**config.mk**
```make
export PLATFORM = sky130hd
export DESIGN_NAME = mod_reg16_4to16
export DESIGN_NICKNAME = d
export VERILOG_FILES = /design/src/rtl/aes_pkg.sv /design/src/rtl/mod_state_bank.sv /design/src/rtl/mod_reg16_4to16.sv
export SDC_FILE = /design/constraint.sdc
export NUM_CORES = 1
export LEC_CHECK = 0
export BUFFER_PORTS_ARGS = -buffer_cell sky130_fd_sc_hd__buf_4
export CAP_MARGIN = 10
export CORE_MARGIN = 2
export CORE_UTILIZATION = 60
export DETAILED_ROUTE_END_ITERATION = 8
export PLACE_DENSITY = 0.83
export SYNTH_ARGS = -nofsm -noshare
export SYNTH_HDL_FRONTEND = slang
export SYNTH_SLANG_ARGS = --single-unit
```
**constraint.sdc**
```tcl
create_clock -name clk -period 4.75 [get_ports clk]
set_input_delay 0.2375 -clock clk [delete_from_list [all_inputs] [get_ports clk]]
set_output_delay 0.2375 -clock clk [all_outputs]
set_load 0.1 [all_outputs]
```
**src/rtl/aes_pkg.sv**
```systemverilog
// aes_pkg: shared AES column/state types and the column-major byte index helper
package aes_pkg;
  localparam int NB = 4;
  typedef logic [3:0][7:0] col_t;
  typedef logic [15:0][7:0] state_t;
  function automatic logic [3:0] col_idx(input logic [1:0] c, input logic [1:0] r);
    return 4'(4 * c + r);
  endfunction
endpackage

```
**src/rtl/mod_state_bank.sv**
```systemverilog
// mod_state_bank: 16-byte state bank; we writes column d into column sel, resetn clears async, q is the stored state
module mod_state_bank
  import aes_pkg::*;
(
  input  logic       clk,
  input  logic       resetn,
  input  logic       we,
  input  logic [1:0] sel,
  input  col_t       d,
  output state_t     q
);
  always_ff @(posedge clk or negedge resetn)
    if (!resetn) q <= '0;
    else if (we) begin
      q[col_idx(sel, 2'd0)] <= d[0];
      q[col_idx(sel, 2'd1)] <= d[1];
      q[col_idx(sel, 2'd2)] <= d[2];
      q[col_idx(sel, 2'd3)] <= d[3];
    end
endmodule

```
**src/rtl/mod_reg16_4to16.sv**
```systemverilog
// mod_reg16_4to16: packs columns i (wr_en/wr_full) into ping-pong 16-byte states o (o_valid/rd_en), clear aborts, ovf flags dropped writes
module mod_reg16_4to16
  import aes_pkg::*;
#(
  parameter int NBANK = 2
) (
  input  logic   clk,
  input  logic   resetn,
  input  logic   clear,
  input  logic   wr_en,
  input  col_t   i,
  output logic   wr_full,
  output state_t o,
  output logic   o_valid,
  input  logic   rd_en,
  output logic   ovf
);
  logic [NBANK-1:0] bank_full;
  logic             wb, rb;
  logic [$clog2(NB)-1:0] cc;
  logic             acc, pop;
  state_t           q [NBANK];
  assign wr_full = bank_full[wb];
  assign o_valid = bank_full[rb];
  assign o       = q[rb];
  assign acc     = wr_en && !wr_full && !clear;
  assign pop     = rd_en && o_valid && !clear;
  for (genvar b = 0; b < NBANK; b++) begin : g_bank
    mod_state_bank u_bank (
      .clk    (clk),
      .resetn (resetn),
      .we     (acc && wb == 1'(b)),
      .sel    (cc),
      .d      (i),
      .q      (q[b])
    );
  end
  always_ff @(posedge clk or negedge resetn)
    if (!resetn) begin
      bank_full <= '0;
      wb        <= 1'b0;
      rb        <= 1'b0;
      cc        <= '0;
      ovf       <= 1'b0;
    end else if (clear) begin
      bank_full <= '0;
      wb        <= 1'b0;
      rb        <= 1'b0;
      cc        <= '0;
      ovf       <= 1'b0;
    end else begin
      if (acc) begin
        cc <= cc + 1'b1;
        if (cc == 2'd3) begin
          bank_full[wb] <= 1'b1;
          wb            <= ~wb;
        end
      end
      if (pop) begin
        bank_full[rb] <= 1'b0;
        rb            <= ~rb;
      end
      if (wr_en && wr_full) ovf <= 1'b1;
    end
endmodule
```
### After elaboration in Yosys (flattened, before gate mapping)

Cells that the tools add are included.

| storage, ports and cells | value |
|---|---|
| input bits | 37 |
| output and inout bits | 131 |
| register bits after elaboration | 263 |

| cells by class | value |
|---|---|
| equal/unequal tests | 1 |
| $add $sub $neg | 4 |
| order comparisons | 13 |
| bitwise operators | 6 |
| reduce and logical (&&, ||, !) cells | 20 |
| muxes and demuxes | 41 |

Operators with widths:

| operator | count |
|---|---|
| $bwmux 128 | 8 |
| $mux 128 | 3 |
| $demux 8 s4 | 3 |
| $mux 8 | 4 |
| $lt 4x5->1 const B | 4 |
| $demux 8 s2 | 1 |
| $ge 4x1->1 const B | 4 |
| $mux 2 | 7 |
| $logic_and 1x1->1 | 13 |
| $mux 1 | 13 |
| $add 4x2->4 const B | 2 |
| $reduce_bool 2->1 | 4 |
| $add 4x1->4 const B | 1 |
| $lt 1x2->1 const B | 2 |
| $add 2x1->2 const B | 1 |
| $and 2x2->2 | 1 |
| $demux 1 s1 | 2 |
| $eq 2x2->1 const B | 1 |
| $ge 1x1->1 const B | 2 |
| $ge 2x2->1 const B | 1 |
| $logic_not 1->1 | 2 |
| $not 1->1 | 2 |
| $not 1->2 | 1 |
| $not 2->2 | 1 |
| 2 further kinds | 2 |

### Longest topological paths before layout

Gate-level depths: netlist of the first run.

| logic depth | value |
|---|---|
| word-level depth | 11 |
| gate-level depth with buffers | 5 |

### Hierarchy

Synthesis of the first run repeated with hierarchy kept, for this count alone.

| second synthesis, totals | value |
|---|---|
| cell total of the unflattened synthesis | 722 |
| area total of the unflattened synthesis | 11373.4 um^2 |

Modules (own cells, without submodules):

| module | area each (um^2) | times used | sequential area each (um^2) | cells each |
|---|---|---|---|---|
| mod_state_bank | 4744.6 | 2 | 3203.1 | 272 |
| mod_reg16_4to16 | 1884.3 | 1 | 175.2 | 178 |

### Least setup slack after synthesis of the first run

Ideal clock, no wire load.

| timing | value |
|---|---|
| kind | reg2out |
| start point | register rb |
| end point | output o[100] in the netlist's numbering |
| setup slack | 2.948 ns |
| stages on the path, launching flop included | 5 |
| required time | 4.513 ns |
| arrival | 1.565 ns |
| cells stage by stage | dfrtp_1 clkbuf_1 clkbuf_1 buf_2 mux2_2 |

RTL lines:

| what | line | RTL |
|---|---|---|
| start: declaration | mod_reg16_4to16.sv:19 | `logic wb, rb;` |
| start signal: assignment | mod_reg16_4to16.sv:61 | `rb <= ~rb;` |
| end: declaration | mod_reg16_4to16.sv:13 | `output state_t o,` |

==> results of run 1 <==
==> report_power, final <==
part	internal, uW	switching [uW]
sequential	2600	179
clock	1200	845
combinational	937	2890
==> per-layer routing <==
layer	wire length, um	track usage [%]	part of all wire [%]	vias to the layer above
li1	-	-	-	2964
met1	10800	34.0	43	3551
met2	12600	42.9	50	172
met3	1130	4.00	4.5	35
met4	402	6.41	1.6	0
met5	0	0	0	-
==> state kept, by name, indices dropped and copies added (netlist names) <==
register         count
ovf                  1
wb                   1
bank_full            2
rb                   1
g_bank.u_bank.q    256
cc                   2
==> critical path, delay by kind of cell, from the launching register on <==
family | cells | cell delay (ps)
buffers and inverters | 2 | 760
DFF | 1 | 1020
muxes | 1 | 420
==> layout make-up <==
cell class	count	share of cell area, %
clock buffers	39	5.71
clock inverters	9	0.524
inverters	4	0.108
multi-input cells	420	33.7
flip-flops and latches	263	47.6
well taps	234	2.12
repair buffers	185	10.2
==> metrics by stage <==
stage	hold slack, ps	power [uW]	area (um^2)	instances
global placement	402	6560	12900	1098
global route	7.17	8930	13800	1154
detailed placement	430	6640	12900	1098
floorplan	-58.1	5860	11500	728
finish	9.77	8650	13800	1154
CTS	0.0698	8700	13800	1154
==> layout by cell type (no fill, tap or decap), drive strengths merged <==
master         n
dlygate4sd3    8
nand2b         2
buf          177
clkinvlp       1
mux2         387
mux2i          1
nor3b          5
a21oi          3
dfrtp        263
bufinv         1
clkbuf        39
nand2          1
o21ai          1
and3b          1
nor2           6
a21boi         1
inv            4
a22oi          1
o21ba          1
clkinv         7
nand3b         6
ha             4
==> logic make-up after synthesis <==
group / share of synthesized area (%)
compound gates: 0.392
mux: 38.0
buf+inv: 2.24
fa+ha+maj: 0.436
simple gates: 1.57
flops: 57.3
==> path summary, 6_finish.rpt <==
kind	start	to	slack, ps
max reg2reg	bank_full[1]	g_bank[1].u_bank.q[46]	2040
max in group asynchronous	resetn	g_bank[0].u_bank.q[60]	3090
min	i[17]	g_bank[1].u_bank.q[49]	10
min in group asynchronous	resetn	g_bank[0].u_bank.q[3]	430
min reg2reg	g_bank[1].u_bank.q[105]	g_bank[1].u_bank.q[105]	490
max	rb	o[9]	1680
==> timing repair <==
action	CTS	global route
hold endpoints to repair	153	0
hold buffers	8	0
endpoints found under the setup margin	0	0
==> flow_summary.json, run 1 <==
{
  "yosys.area.top_type": "dfrtp_1",
  "cts_max_path_buffers": 3,
  "startpoint_type": "register",
  "syn_avg_cell_area_um2": 15.8,
  "multi_input_area_um2": 4670,
  "slew_headroom_pct": 20.7,
  "period_minus_slack_ps": 3070,
  "overflow": 0,
  "endpoint_kind": "output port",
  "tightest_slew_ps": 1180,
  "synth_top_cell_area_share_pct": 57.3,
  "fillers": 1162,
  "grt_setup_unrepaired": "false",
  "cp.required_ps": 4510,
  "dp_worst_setup_slack_ps": 2060,
  "drt_first_pass_iters": 4,
  "synthTopCellsByArea": "dfrtp_1 57%, mux2_2 38%, buf_4 0.78%, buf_2 0.74%, nand3b_2 0.49%",
  "synth_top_flop_cell": "dfrtp_1",
  "peakVddDrop_mv": 0.563,
  "port_buffers": 167,
  "core_area_um2": 18800,
  "num_io_pins": 168,
  "final-setup-viol-count": 0,
  "cts_tree": "built",
  "nNetsFinal": 942,
  "cts_buffers": 27,
  "synth-async-reset-ratio_pct": 100,
  "cp_slowest_stage_delay_ps": 1020,
  "regArea_um2": 6590,
  "place_congestion": 0.739,
  "ctsRootBufferMaster": "clkbuf_16",
  "status": "finished clean",
  "setup_tns_ps": 0,
  "area_growth_pct": 20.5,
  "fin_util_pct": 73.7,
  "post-cts-setup-buffers": 0,
  "finClkSkew_ps": 9.78,
  "grt_pass1_wl_um": 39700,
  "hpwl_um": 15600,
  "power.density_nw_per_um2": 625,
  "die_area_um2": 20300,
  "routed_wl_um": 24900,
  "fmax_ghz": 0.326,
  "synth_edf_count": 0,
  "syn-num-nets": 769,
  "slew_viol_final": 0,
  "wl_per_cell_um": 21.6,
  "grt_max_degree": 135,
  "synth_cells": 728,
  "grt_usage_pct": 25.1,
  "drv_cap": 0,
  "crit_chain": "buf_4, mux2_2, buf_4",
  "first_iter_violations": 244,
  "synthTopCellsByCount": "385 x mux2_2, 263 x dfrtp_1, 17 x buf_2, 12 x buf_4, 9 x clkbuf_1",
  "layout-drive-gt1-share_pct": 67.1,
  "yosys_warnings": 0,
  "hold_viol_final": 0,
  "clk_pin_slew_ps": 60,
  "p_leak_uw": 0.00682,
  "clk_latency_ps": 530,
  "row_count": 50,
  "n_antenna_cell": 0,
  "cp_data_arrival_time_ps": 2830,
  "cts_resized": 0,
  "netlist_area_um2": 11500,
  "whs_path_depth": 2,
  "dieWidth_um": 142,
  "synth_cell_types": 23,
  "cts_max_level": 1,
  "die-height_um": 142,
  "grt_pass1_vias": 7363,
  "start_util_pct": 61.2,
  "antenna_found_initial": 0,
  "critPathSlowestCell": "dfrtp_4",
  "hp-class": "in2reg",
  "reg2reg_depth": 4,
  "cpMostUsedCell": "buf_4",
  "fin_ws_ps": 1680,
  "drc": 0,
  "ant_nets": 0,
  "viasPerCell": 5.82,
  "cp_max_fo": 68,
  "ys_ff_latch": 263,
  "critPathKind": "reg2out",
  "post-route-period-util_pct": 64.6,
  "vias": 6722,
  "clock-sinks": 263,
  "yosysSeqAreaShare_pct": 57.3,
  "synth_most_common_cell": "mux2_2"
}
No activity file was read; power rests on OpenSTA's default activity.
==> run 2: changes to the inputs <==
CORE_UTILIZATION = 52   (was 60)
PLACE_DENSITY = 0.77   (was 0.83)
clock period = 2.65 ns   (was 4.75 ns; I/O delays follow)
==> run 2 against run 1 <==
- clock skew up 2.4 ps
- worst hold slack gained 210 ps
- critical endpoint is now o[2]
- largest power group unchanged
- sequential cell count is the same
==> flow_summary.json, run 2 (same netlist as run 1, synthesis figures left out) <==
{
  "status": "finished clean",
  "clk_pin_slew_ps": 60,
  "final-setup-viol-count": 0,
  "die-height_um": 153,
  "grtUsageMet2_pct": 35.9,
  "setup_tns_ps": 0,
  "reg_top3": "g_bank.u_bank.q: 256 flops, bank_full: 2 flops, cc: 2 flops",
  "die_area_um2": 23300,
  "p_leak_uw": 0.00704,
  "row_count": 54,
  "p_sw_share_pct": 44.9,
  "fmax_ghz": 0.426,
  "clock-sinks": 263,
  "grt_pass1_wl_um": 39900,
  "grt_max_degree": 93,
  "layout.cells.non_filler": 1239,
  "cts_tree": "built",
  "cts_max_level": 1,
  "final_common_cell": "mux2_2",
  "mostFrequentLayoutCells": "385 x mux2_2, 262 x dfrtp_1, 181 x buf_4, 36 x dlygate4sd3_1, 27 x clkbuf_16",
  "port_buffers": 167,
  "cp_data_arrival_time_ps": 2210,
  "post-cts-setup-buffers": 0,
  "post-route-period-util_pct": 88.6,
  "start_util_pct": 52.8,
  "power.density_nw_per_um2": 1080,
  "largest_reg_flops": 256,
  "slew_viol_final": 0,
  "hold_viol_final": 0,
  "clkPwrFrac_pct": 23.8,
  "layout-drive-gt1-share_pct": 65.8,
  "r2r-start": "bank_full[1]",
  "grt_setup_unrepaired": "false",
  "p_comb_share_pct": 44.3,
  "n_antenna_cell": 0,
  "ctsRootBufferMaster": "clkbuf_16",
  "routed_wl_um": 24300,
  "clk_latency_ps": 520,
  "cts_buffers": 27,
  "critPathKind": "reg2out",
  "startpoint": "rb",
  "use_met3_pct": 3.13,
  "viasPerCell": 5.42,
  "grt_usage_pct": 21.1,
  "vias": 6715,
  "grt_pass1_vias": 7304,
  "dieWidth_um": 153,
  "dp_worst_setup_slack_ps": 686,
  "p_int_uw": 8550,
  "p_sw_uw": 6980,
  "reg2reg_depth": 4,
  "peakVddDrop_mv": 0.705,
  "power_frac_seq_pct": 31.9,
  "num_io_pins": 168,
  "finClkSkew_ps": 12.2,
  "first_iter_violations": 297,
  "busiest_layer": "met2",
  "endpoint_kind": "output port",
  "overflow": 0,
  "hp-class": "in2async",
  "r2r_slack_ps": 690,
  "antenna_found_initial": 0,
  "hpwl_um": 15200,
  "startpoint_type": "register",
  "cp_max_fo": 28,
  "fin_ws_ps": 303,
  "place_congestion": 0.741,
  "core_area_um2": 21800,
  "nNetsFinal": 982,
  "cp.required_ps": 2520,
  "dpl.cell_count": 1156,
  "slew_headroom_pct": 52.5,
  "area_growth_pct": 25.1,
  "drv_cap": 0,
  "tightest_slew_ps": 712,
  "drc": 0,
  "drt_first_pass_iters": 4,
  "grtUsageMet1_pct": 28.6,
  "regMostFlops": "g_bank.u_bank.q",
  "ant_nets": 0,
  "reg2reg_to": "g_bank[1].u_bank.q[73]",
  "period_minus_slack_ps": 2350,
  "crit_end": "o[2]",
  "cts_max_path_buffers": 3,
  "wl_per_cell_um": 19.6
}
[run 2: worst min path at each step]
stage,startpoint,end,cells after the start
finish,resetn,g_bank[1].u_bank.q[67],2
floorplan,resetn,bank_full[0],0
global route,resetn,g_bank[1].u_bank.q[67],2
global placement,resetn,g_bank[1].u_bank.q[67],1
detailed placement,resetn,g_bank[1].u_bank.q[67],1
CTS,resetn,g_bank[1].u_bank.q[67],2
[run 2: timing repair]
action	CTS	global route
gates resized for setup	0	0
endpoints found under the setup margin	0	0
endpoints found under the hold margin	346	0
hold buffers	36	0
[run 2: area by class of cell]
cell class	instances	area [um^2]
Sequential cell	263	6590
Clock inverter	10	75.1
Multi-Input combinational cell	420	4670
Inverter	4	15.0
Fill cell	1571	7390
Tap cell	280	350
Clock buffer	37	793
Timing Repair Buffer	225	1870
[run 2: critical path: stages, from the launching register on]
cell and delay [ps]:
dfrtp_4 710, buf_4 350, mux2_2 380, buf_4 240
[run 2: layer usage]
metal / share of wire [%] / wire [um] / vias up
met1: 44 / 10700 / 3490
met3: 3.8 / 932 / 38
met5: 0 / 0 / -
met4: 2.1 / 506 / 0
met2: 50 / 12200 / 124
li1: - / - / 3063
[run 2: power groups by stage]
stage               Combinational (uW)  Sequential [uW]  Clock [uW]
floorplan                         5580             4920           0
global placement                  6820             5000           0
detailed placement                6850             5030           0
CTS                               6920             4960        3770
global route                      7090             5050        3920
finish                            6880             4960        3690
[run 2: metrics by stage]
step / utilization [%] / instance area [um^2] / total power, uW / hold WS [ps]
finish: 66.0 / 14400 / 15500 / 216
global route: 66.0 / 14400 / 16100 / 289
CTS: 66.0 / 14400 / 15700 / 236
detailed placement: 60.4 / 13100 / 11900 / 196
global placement: 60.4 / 13100 / 11800 / 204
floorplan: - / 11500 / 10500 / -163
==> run 3: changes to the inputs <==
ABC_AREA = 1   (was default)
PLACE_DENSITY = 0.76   (was 0.77)
SYNTH_HIERARCHICAL = 1   (was default)
==> run 3 against run 2 <==
- core utilization down 2.4 points
- sequential share of layout area down 1.5 points
- synthesized cell count up 120%
- sequential power about the same
- critical path type unchanged
==> flow_summary.json, run 3 <==
{
  "status": "finished clean",
  "synth_compound_area_share_pct": 0.244,
  "synth_top_cell_area_share_pct": 53.6,
  "die-height_um": 158,
  "wl_per_cell_um": 17.7,
  "n_antenna_cell": 0,
  "area_growth_pct": 20.9,
  "synth_top_flop_cell": "dfrtp_1",
  "post-route-period-util_pct": 96.2,
  "startpoint": "rb",
  "cp_max_fo": 112,
  "grt_setup_unrepaired": "false",
  "startpoint_type": "register",
  "grt_pass1_vias": 10900,
  "hold_start": "wr_en",
  "p_leak_uw": 0.00846,
  "synthTopCellsByCount": "981 x nand2_1, 263 x dfrtp_1, 129 x nand4_1, 79 x buf_2, 70 x nand3_1",
  "dieWidth_um": 158,
  "r2r-start": "wb",
  "endpoint_kind": "output port",
  "setup_tns_ps": 0,
  "hold_viol_final": 0,
  "synth_most_common_cell": "nand2_1",
  "netlist_area_um2": 12300,
  "grt_pass1_wl_um": 58000,
  "routed_wl_um": 36800,
  "yosysSeqAreaShare_pct": 53.6,
  "final_common_cell": "nand2_1",
  "synth_top_family_by_area": "simple AND/OR/NAND/NOR gates",
  "cts_max_path_buffers": 3,
  "cp_slowest_stage_delay_ps": 590,
  "layout-drive-gt1-share_pct": 14.8,
  "ant_nets": 0,
  "synthTopCellsByArea": "dfrtp_1 54%, nand2_1 30%, nand4_1 6.6%, buf_2 3.2%, nand3_1 2.9%",
  "critPathKind": "reg2out",
  "holdWs_ps": 24.3,
  "peakVddDrop_mv": 0.612,
  "num_io_pins": 168,
  "final-setup-viol-count": 0,
  "cts_max_level": 1,
  "layout.cells.non_filler": 2082,
  "slew_headroom_pct": 52.5,
  "row_count": 56,
  "viasPerCell": 5.45,
  "syn_avg_cell_area_um2": 7.70,
  "fmax_ghz": 0.392,
  "grt_usage_pct": 29.6,
  "port_buffers": 167,
  "synthMuxAreaShare_pct": 0,
  "drt_first_pass_iters": 5,
  "die_area_um2": 24900,
  "period_minus_slack_ps": 2550,
  "clk_latency_ps": 520,
  "place_congestion": 0.816,
  "synth-async-reset-ratio_pct": 100,
  "start_util_pct": 52.7,
  "placed_area_um2": 13700,
  "synth_cell_types": 18,
  "synth_xor_xnor_area_share_pct": 0,
  "synth_cells": 1595,
  "final_cell_area_um2": 14800,
  "crit_chain": "buf_12, nand2_1, o21ai_1, buf_4",
  "cts_resized": 0,
  "first_iter_violations": 1283,
  "cp_data_arrival_time_ps": 2420,
  "dpl.cell_count": 2005,
  "cts_tree": "built",
  "critPathSlowestCell": "dfrtp_4",
  "slew_viol_final": 0,
  "mostFrequentLayoutCells": "981 x nand2_1, 260 x dfrtp_1, 198 x buf_4, 129 x nand4_1, 70 x nand3_1",
  "finClkSkew_ps": 6.52,
  "largest_reg_flops": 256,
  "synthAdderAreaFrac_pct": 0.102,
  "cp.required_ps": 2520,
  "clk_pin_slew_ps": 60,
  "drc": 0,
  "clock-sinks": 263,
  "drv_cap": 0,
  "tightest_slew_ps": 710,
  "syn-num-nets": 1633,
  "nNetsFinal": 1788,
  "synth_edf_count": 0,
  "regMostFlops": "g_bank.u_bank/q",
  "cts_buffers": 26,
  "hp-class": "in2reg",
  "power.density_nw_per_um2": 1040,
  "ys_ff_latch": 263,
  "hpwl_um": 22100,
  "yosys.area.top_type": "dfrtp_1",
  "reg_top3": "g_bank.u_bank/q: 256 flops, bank_full: 2 flops, cc: 2 flops",
  "grt_max_degree": 113,
  "core_area_um2": 23300,
  "antenna_found_initial": 0,
  "synth_simple_gate_area_share_pct": 40.5,
  "vias": 11400,
  "ctsRootBufferMaster": "clkbuf_16",
  "overflow": 0,
  "yosys_warnings": 6
}
-- run 3: per-layer routing --
layer | vias up | global-route usage (%) | wire length (um)
met5 | - | 0 | 0
met4 | 0 | 7.75 | 684
met3 | 51 | 5.26 | 3310
met2 | 501 | 47.8 | 17400
met1 | 5433 | 41.7 | 15400
li1 | 5368 | - | -
-- run 3: cells by family (layout without fill, tap and decap cells) --
kind of cell | count (synthesis) | count (layout)
and+or+nand+nor | 1198 | 1198
AOI/OAI and AO/OA | 6 | 6
DFF | 263 | 263
adders and majority gates | 1 | 1
buffers and inverters | 127 | 295
-- run 3: final timing paths --
path | cells past startpoint | slack, ps | to
max | 4 | 100 | o_valid
min | 5 | 20 | bank_full[1]
max reg2reg | 10 | 420 | g_bank[1].u_bank/q[118]
min reg2reg | 2 | 470 | g_bank[1].u_bank/q[93]
max in group asynchronous | 3 | 1740 | g_bank[0].u_bank/q[54]
min in group asynchronous | 2 | 170 | g_bank[0].u_bank/q[93]
-- run 3: report_power, final --
part           internal, uW  leakage, uW  total, uW  switching, uW
Clock                  2050     0.000392       3560           1510
Combinational          1280      0.00454       6830           5550
Sequential             4630      0.00353       4990            358
-- run 3: metrics by stage --
| step | setup slack (ps) | util [%] | power, uW |
|---|---|---|---|
| after global placement | 622 | 58.7 | 11700 |
| after CTS | 123 | 63.6 | 15400 |
| after global routing | 35.1 | 63.6 | 16000 |
| final | 99.7 | 63.6 | 15400 |
| after detailed placement | 470 | 58.7 | 11800 |
| after floorplan | 318 | - | 10300 |
-- run 3: cell type report --
type	instances	area [um^2]
clock buffers	38	757
well taps	319	399
repair buffers	241	1980
multi-input cells	1205	5030
flip-flops and latches	263	6590
inverters	13	51.3
clock inverters	3	40.0
fillers	1998	8480
-- run 3: worst max-delay path, delay by kind of cell (launching register included) --
kind / cells / cell delay (ps)
buf+inv: 2 / 810
flops: 1 / 590
simple gates: 1 / 100
compound gates: 1 / 260
-- run 3: repair_timing --
item | in CTS | in global routing
hold endpoints to repair | 320 | 0
setup buffers | 0 | 0
hold buffers | 36 | 0
